[src/rtl/can_tx_arbiter.sv]
// can_tx_arbiter
// Selects one of three CAN frame requesters, latches its identifier and
// payload, and sequences the CAN transmit block through start, transmit,
// completion and an inter-frame gap. Lowest identifier wins. Ties go to the
// lowest requester index.
//
// Ports
//   clk                 system clock
//   rst                 asynchronous reset, active high
//   req[2:0]            level request per requester
//   id0..id2 [10:0]     CAN identifier per requester
//   data0..data2 [63:0] payload per requester
//   txing               busy flag from the CAN transmit block
//   tx_start            start request to the CAN transmit block
//   tx_address [10:0]   latched identifier of the granted frame
//   tx_data [63:0]      latched payload of the granted frame
//   grant[2:0]          one-hot owner of the current frame
//   ack[2:0]            one-cycle pulse on successful completion
//   err[2:0]            one-cycle pulse on start or frame timeout
//   busy                high whenever the FSM is not idle
//
// state     | meaning
// ----------+-----------------------------------------------------------
// IDLE      | arbitrate among active requests, latch the winner
// START     | tx_start held high until txing rises or start timeout
// WAIT_DONE | frame on the bus; wait for txing to fall or frame timeout
// COMPLETE  | ack pulse is visible for this single cycle
// GAP       | grant cleared, inter-frame idle count, then back to IDLE
module can_tx_arbiter #(
    parameter int unsigned START_TIMEOUT = 1000,
    parameter int unsigned FRAME_TIMEOUT = 2000000,
    parameter int unsigned IFS_CYCLES    = 64
) (
    input  logic        clk,
    input  logic        rst,
    input  logic [2:0]  req,
    input  logic [10:0] id0,
    input  logic [10:0] id1,
    input  logic [10:0] id2,
    input  logic [63:0] data0,
    input  logic [63:0] data1,
    input  logic [63:0] data2,
    input  logic        txing,
    output logic        tx_start,
    output logic [10:0] tx_address,
    output logic [63:0] tx_data,
    output logic [2:0]  grant,
    output logic [2:0]  ack,
    output logic [2:0]  err,
    output logic        busy
);

    if (START_TIMEOUT >= (1 << 24) || FRAME_TIMEOUT >= (1 << 24) ||
        IFS_CYCLES >= (1 << 24) || START_TIMEOUT == 0 ||
        FRAME_TIMEOUT == 0 || IFS_CYCLES == 0) begin : g_bad_param
        $error("can_tx_arbiter: timing parameters must be in 1 .. 2^24-1");
    end

    localparam logic [23:0] START_LAST = 24'(START_TIMEOUT - 1);
    localparam logic [23:0] FRAME_LAST = 24'(FRAME_TIMEOUT - 1);
    localparam logic [23:0] IFS_LAST   = 24'(IFS_CYCLES - 1);

    typedef enum logic [2:0] {
        S_IDLE,
        S_START,
        S_WAIT_DONE,
        S_COMPLETE,
        S_GAP
    } state_t;

    state_t      state;
    logic [23:0] timer;
    logic [23:0] timer_inc;

    logic        sel_valid;
    logic [1:0]  sel_idx;
    logic [10:0] sel_id;
    logic [63:0] sel_data;

    // Saturating increment: the timer sticks at all-ones instead of wrapping.
    assign timer_inc = (timer == 24'hFF_FFFF) ? timer : timer + 24'd1;

    // Strict less-than keeps the lower index on equal identifiers.
    always_comb begin
        sel_valid = 1'b0;
        sel_idx   = 2'd0;
        sel_id    = 11'd0;
        sel_data  = 64'd0;
        if (req[0]) begin
            sel_valid = 1'b1;
            sel_idx   = 2'd0;
            sel_id    = id0;
            sel_data  = data0;
        end
        if (req[1] && (!sel_valid || id1 < sel_id)) begin
            sel_valid = 1'b1;
            sel_idx   = 2'd1;
            sel_id    = id1;
            sel_data  = data1;
        end
        if (req[2] && (!sel_valid || id2 < sel_id)) begin
            sel_valid = 1'b1;
            sel_idx   = 2'd2;
            sel_id    = id2;
            sel_data  = data2;
        end
    end

    always_ff @(posedge clk or posedge rst) begin
        if (rst) begin
            state      <= S_IDLE;
            timer      <= 24'd0;
            tx_start   <= 1'b0;
            tx_address <= 11'd0;
            tx_data    <= 64'd0;
            grant      <= 3'b000;
            ack        <= 3'b000;
            err        <= 3'b000;
            busy       <= 1'b0;
        end else begin
            ack <= 3'b000;
            err <= 3'b000;
            unique case (state)
                S_IDLE: begin
                    if (sel_valid) begin
                        tx_address <= sel_id;
                        tx_data    <= sel_data;
                        grant      <= 3'b001 << sel_idx;
                        timer      <= 24'd0;
                        tx_start   <= 1'b1;
                        busy       <= 1'b1;
                        state      <= S_START;
                    end
                end
                S_START: begin
                    if (txing) begin
                        tx_start <= 1'b0;
                        timer    <= 24'd0;
                        state    <= S_WAIT_DONE;
                    end else if (timer == START_LAST) begin
                        err      <= grant;
                        tx_start <= 1'b0;
                        grant    <= 3'b000;
                        timer    <= 24'd0;
                        state    <= S_GAP;
                    end else begin
                        timer <= timer_inc;
                    end
                end
                S_WAIT_DONE: begin
                    // ack is raised here so it is visible one cycle after txing falls.
                    if (!txing) begin
                        ack   <= grant;
                        state <= S_COMPLETE;
                    end else if (timer == FRAME_LAST) begin
                        err   <= grant;
                        grant <= 3'b000;
                        timer <= 24'd0;
                        state <= S_GAP;
                    end else begin
                        timer <= timer_inc;
                    end
                end
                S_COMPLETE: begin
                    grant <= 3'b000;
                    timer <= 24'd0;
                    state <= S_GAP;
                end
                S_GAP: begin
                    if (timer == IFS_LAST) begin
                        busy  <= 1'b0;
                        timer <= 24'd0;
                        state <= S_IDLE;
                    end else begin
                        timer <= timer_inc;
                    end
                end
                default: begin
                    tx_start <= 1'b0;
                    grant    <= 3'b000;
                    busy     <= 1'b0;
                    timer    <= 24'd0;
                    state    <= S_IDLE;
                end
            endcase
        end
    end

endmodule

[config.mk]
export PLATFORM = sky130hd
export DESIGN_NAME = can_tx_arbiter
export DESIGN_NICKNAME = d
export VERILOG_FILES = /design/src/rtl/can_tx_arbiter.sv
export SDC_FILE = /design/constraint.sdc
export NUM_CORES = 1
export LEC_CHECK = 0
export ABC_AREA = 0
export CORE_MARGIN = 2
export CORE_UTILIZATION = 38
export DETAILED_ROUTE_END_ITERATION = 8
export GPL_ROUTABILITY_DRIVEN = 0
export PLACE_DENSITY = 0.78
export SETUP_SLACK_MARGIN = 0.3
export SLEW_MARGIN = 5
export SYNTH_ARGS = -nofsm -noshare
export SYNTH_HDL_FRONTEND = slang
export SYNTH_SLANG_ARGS = --single-unit
[constraint.sdc]
create_clock -name clk -period 3.8 [get_ports clk]
set_clock_uncertainty 0.2 [all_clocks]
set_input_delay 0.76 -clock clk [delete_from_list [all_inputs] [get_ports clk]]
set_output_delay 0.76 -clock clk [all_outputs]
set_load 0.02 [all_outputs]
Yosys cells after proc, flatten, opt, wreduce, memory -nomap -nowiden
Cells that the tools add are included.

$add $sub $neg: 1. Order comparisons: 2. Equal/unequal tests: 16. Shift-type cells: 1. Muxes and demuxes: 45. Bitwise logic cells: 3. Reductions and logical operators: 15.

Operator list (count): 64-bit 2-to-1 mux (3); 24-bit 2-to-1 mux (7); 24-bit one-hot mux with 4 select lines (1); 3-bit 2-to-1 mux (17); 11-bit 2-to-1 mux (3); 24-bit by 1-bit adder with 24-bit output, second input constant (1); 24-bit by 10-bit == test with 1-bit output, second input constant (1); 24-bit by 21-bit == test with 1-bit output, second input constant (1); 24-bit == test, second input constant (1); 24-bit by 6-bit == test with 1-bit output, second input constant (1); 11-bit less-than comparator (2); 3-bit one-hot mux with 5 select lines (1); 2-bit inequality test, second input constant (6); 3-bit one-hot mux with 4 select lines (1); 1-bit 2-to-1 mux (8); 3-bit by 2-bit == test with 1-bit output, second input constant (2); 3-bit inequality test, second input constant (2); 1-bit one-hot mux with 3 select lines (2); 3-bit one-hot mux with 2 select lines (1); 3-bit AND reduction (2); 6-bit AND reduction (1); 3-bit OR reduction (2); 2-bit AND reduction (2); 4-bit AND reduction (1); 9 further kinds (14).

Register bits: 113. Input port bits: 231. Output and inout bits: 86. Word-level logic and storage cells: 92.

Depth between registers and ports, before layout
Word-level depth: 12. Mapped depth: 22. Mapped depth without buffers: 15.

Least setup slack after synthesis
OpenSTA, ideal clock, no wires.

Kind: input port to flip-flop. Start: input port req[0]. End: register tx_data[21]. Library setup time: 127 ps. Data arrival time: 4975 ps. Required time: 3473 ps. Slack: -1502 ps. Cell stages on the path: 22. Buffers on the path: 7. Cells stage by stage: buf_4 -> clkbuf_1 -> clkbuf_1 -> nand2_1 -> ha_1 -> a21oi_2 -> nor2_1 -> or4_4 -> o22ai_2 -> clkbuf_1 -> a32oi_1 -> ha_1 -> a211oi_1 -> o21a_1 -> o21ai_0 -> nor2_1 -> a31o_1 -> or2_1 -> buf_2 -> buf_12 -> buf_8 -> mux2i_1.

Longest elaborated chain between the ends: 10. Elaborated cells between the ends (all ways): 17. Classes of those cells: 2 x order compare; 8 x mux; 7 x reduce/logical.

RTL lines: from (decl) (line 36) `input logic [2:0] req,`; 11-bit 2-to-1 mux / 1-bit 2-to-1 mux (equally long branches) (line 89) `if (req[0]) begin`; 11-bit less-than comparator / 1-bit logical NOT (equally long branches) (line 95) `if (req[1] && (!sel_valid || id1 < sel_id)) begin`; 1-bit logical OR (line 95); 1-bit logical AND (line 95); 11-bit 2-to-1 mux / 1-bit 2-to-1 mux (equally long branches) (line 95); 11-bit less-than comparator / 1-bit logical NOT (equally long branches) (line 101) `if (req[2] && (!sel_valid || id2 < sel_id)) begin`; 1-bit logical OR (line 101); 1-bit logical AND (line 101); 1-bit 2-to-1 mux (line 101); 2-bit AND reduction (no source line); to (signal assigned) (line 127) `tx_data <= sel_data;`; to (decl) (line 46) `output logic [63:0] tx_data,`.

Several ways; a longest one is shown, not always the timed one. A chain may end at the register's enable or synchronous reset.

Worst setup path in the final report
Start: input port req[0]. End: register tx_data[11].

Same word-level chain as after synthesis.

==> flow_summary.yaml <==
cells_and_area:
  syn_to_final_growth_pct: 76.0
  nNetsFinal: 1284
  drive_above_1_share_pct: 18.3
  post-route-util_pct: 68.6
  diodes: 0
  layout.cells.non_filler: 1270
critical_path:
  crit_path_start_kind: "primary input"
  crit_slowest_cell: "or2_4"
  timing.rr.start: "timer[0]"
  cp-startpoint: "req[0]"
  crit_fanout: 6
  crit_chain: "buf_8 > buf_12 > buf_8 > nand2_4 > ha_4 > o21a_1 > a21oi_2 > o32ai_2 > buf_4 > o22ai_4 > buf_6 > buf_6 > a32oi_2 > ha_2 > a211oi_2 > o21a_1 > o211ai_1 > o21ba_1 > a31o_1 > or2_4 > buf_12 > clkbuf_16 > mux2i_1"
  arrival_ns: 4.35
  cp.required_ns: 3.89
  end_kind: "flop"
  slowest_delay_ns: 0.32
  crit_type: "in2reg"
place:
  dp_cells: 1211
  io_buffer_count: 316
  dp_hpwl_mm: 17.8
timing:
  rsz0062_at_grt: "true"
  tns_ns: -30.90
  max_freq_mhz: 234
  tightest_slew_ns: 0.903
  finalSetupViolCount: 78
  fin_crit_ns: 4.27
  slew_headroom_pct: 39.6
  layout_setup_ws_ns: -0.467
  drv_slew: 0
  timing.hold.ws_ns: 0.307
  period_share_pct: 112
  hold_viol: 0
detailed_routing:
  ant_nets: 0
  wl_mm: 24.4
  wl_per_cell_um: 19.2
  drt-initial-drc-count: 369
  num_vias: 6794
  first_pass_iters: 5
  drc: 0
  viasPerCell: 5.35
yosys:
  ys_seq_area_share_pct: 41.9
  synthTopCellsByCount: "129 x mux2i_1, 113 x dfrtp_1, 64 x a22oi_1, 54 x nand2_1, 47 x nor2_1"
  yosys.area_share.simple_pct: 12.3
  synth_top_family_by_area: "multiplexers"
  synth_compound_area_share_pct: 15.4
  async_flop_share_pct: 100
  syn_nets: 900
  synth_edf_count: 0
  synthXorXnorAreaFrac_pct: 2.86
  synth_top_area_share_pct: 41.9
  yosys_warnings: 0
  yosys.cell_count.top_type: "mux2i_1"
  ys_types: 54
  syn_inst: 648
  syn_area_um2: 6740
  ys.flop_type: "dfrtp_1"
  synth.avg_cell_area_um2: 10.4
  yosys.area.top_type: "dfrtp_1"
  synthAdderAreaFrac_pct: 3.90
  ys_ff_latch: 113
  yosys-top-cells-area: "dfrtp_1 42%, mux2i_1 19%, a22oi_1 7.1%, ha_1 3.9%, nand2_1 3.0%"
  muxShareOfSynthArea_pct: 19.2
floorplan:
  design.portCount: 317
  die_h_um: 137
  die_x_um: 137
  start_util_pct: 39.0
  dieArea_um2: 18800
  core_area_um2: 17300
  rows: 48
clock_network:
  htreeDepth: 4
  cts_buffers: 17
  cts_buffer_depth: 2
  clock-sinks: 113
  cts_root_buf: "clkbuf_16"
  cts_tree: "built"
  clkTransAtPathRegs_ns: 0.06
  insertion_delay_ns: 0.42
power:
  powerDensity_nw_per_um2: 646
  p_switching_mw: 2.86
  seqPwrFrac_pct: 25.5
  irDropWorstVdd_mv: 0.399
  p_leak_nw: 5.35
  power_frac_comb_pct: 53.1
  clkPwrFrac_pct: 21.4
  p_int_mw: 4.80
  p_sw_share_pct: 37.3
hold_path:
  min_from: "tx_start"
  hold_path_class: "reg2reg"
run:
  maxCapViolCount: 0
global_route:
  antenna_found_initial: 0
  grt_pass1_vias: 6762
  grt_use_total_pct: 24.7
  overflow: 0
  grt_pass1_wl_mm: 35.4
  grt_max_degree: 46
outcome:
  status: "finished with violations"
  violations: "setup timing"
[metal layers]
| layer | GRT usage [%] | vias up | wire length [µm] | share of wire (%) |
|---|---|---|---|---|
| met1 | 30.5 | 3294 | 9930 | 41 |
| met3 | 5.63 | 38 | 1670 | 6.8 |
| met5 | 0 | - | 0 | 0 |
| met2 | 41.8 | 260 | 12200 | 50 |
| li1 | - | 3202 | - | - |
| met4 | 9.91 | 0 | 599 | 2.5 |
[layout make-up]
type	count	area, µm²
Inverter	5	22.5
Sequential cell	113	2830
Clock inverter	13	159
Tap cell	225	282
Clock buffer	19	453
Fill cell	1321	5430
Timing Repair Buffer	411	4170
Multi-Input combinational cell	484	3950
[repair_timing]
| item | 4_1_cts | 5_1_grt |
|---|---|---|
| buffers inserted | 16 | 4 |
| hold buffers | 0 | 0 |
| endpoints found under the setup margin | 78 | 78 |
| gates cloned | 5 | 2 |
| pin swaps | 38 | 30 |
| gates resized for setup | 95 | 22 |
[registers in the layout, indices dropped and copies added, names as in the netlist]
| register | cells |
|---|---|
| tx_data | 64 |
| timer | 24 |
| tx_address | 11 |
| ack | 3 |
| err | 3 |
| grant | 3 |
| state | 3 |
| busy | 1 |
| tx_start | 1 |
[critical path: cells and delay by family]
kind | cells | cell delay [ns]
multiplexers | 1 | 0.12
adder cells (fa/ha/maj) | 2 | 0.47
AND/OR/NAND/NOR | 2 | 0.37
AO/OA/AOI/OAI | 10 | 1.54
buffers and inverters | 8 | 1.08
[kinds of logic after synthesis]
| logic type | count (synthesis) |
|---|---|
| adder cells (fa/ha/maj) | 21 |
| AND/OR/NAND/NOR | 169 |
| flip-flops | 113 |
| buffers and inverters | 52 |
| XOR/XNOR | 22 |
| multiplexers | 129 |
| AO/OA/AOI/OAI | 142 |
[power by group through the flow]
stage               Sequential, mW  Combinational [mW]  Clock [mW]
CTS                           1.95                3.99        1.67
finish                        1.95                4.07        1.64
detailed placement            1.97                3.75           0
floorplan                     2.43                1.74           0
global route                  2.01                4.32        1.72
global placement              1.95                3.69           0
[per-stage QoR]
step	area, µm²	setup slack, ns	power [mW]
after floorplan	6990	-0.979	4.17
after global routing	11900	-0.550	8.05
final	11900	-0.467	7.66
after CTS	11700	-0.437	7.61
after global placement	10700	-1.37	5.64
after detailed placement	10700	-1.49	5.72
[path summary, 6_finish.rpt]
| kind | to | slack [ns] | depth (start not counted) |
|---|---|---|---|
| min | tx_start | 0.31 | 2 |
| max in group asynchronous | tx_data[25] | 2.10 | 3 |
| min in group asynchronous | tx_data[24] | 0.63 | 2 |
| max reg2reg | timer[19] | 0.65 | 8 |
| min reg2reg | tx_start | 0.31 | 2 |
| max | tx_data[11] | -0.47 | 23 |
[layout by cell type, fill, tap and decap left out, types with 4 or more instances in the layout]
cell             synthesis  routed
nand4_1                 16      16
nand3_1                  9       9
nand2_4                  0       7
buf_8                    1       5
a22oi_1                 64      64
dlygate4sd2_1            0       8
nand2_1                 54      44
o21a_1                   6       6
xnor2_1                  5       5
dfrtp_1                113     113
a32oi_2                  0       6
clkdlybuf4s15_2          0       7
buf_12                   5       9
mux2i_1                129     128
xor2_1                  17      17
clkdlybuf4s50_1          0     295
buf_4                    3      63
o31a_1                  11      11
and2_1                   9       7
clkdlybuf4s15_1          0       4
clkinvlp_4               0       4
clkinv_2                 0       4
nor2_1                  47      45
buf_6                    0      14
ha_4                     0       8
nor3_1                  11      11
a21oi_1                 12      10
o21ai_1                  2      11
ha_1                    21      10
clkbuf_16                0      19
(Power assumes the default switching activity.)
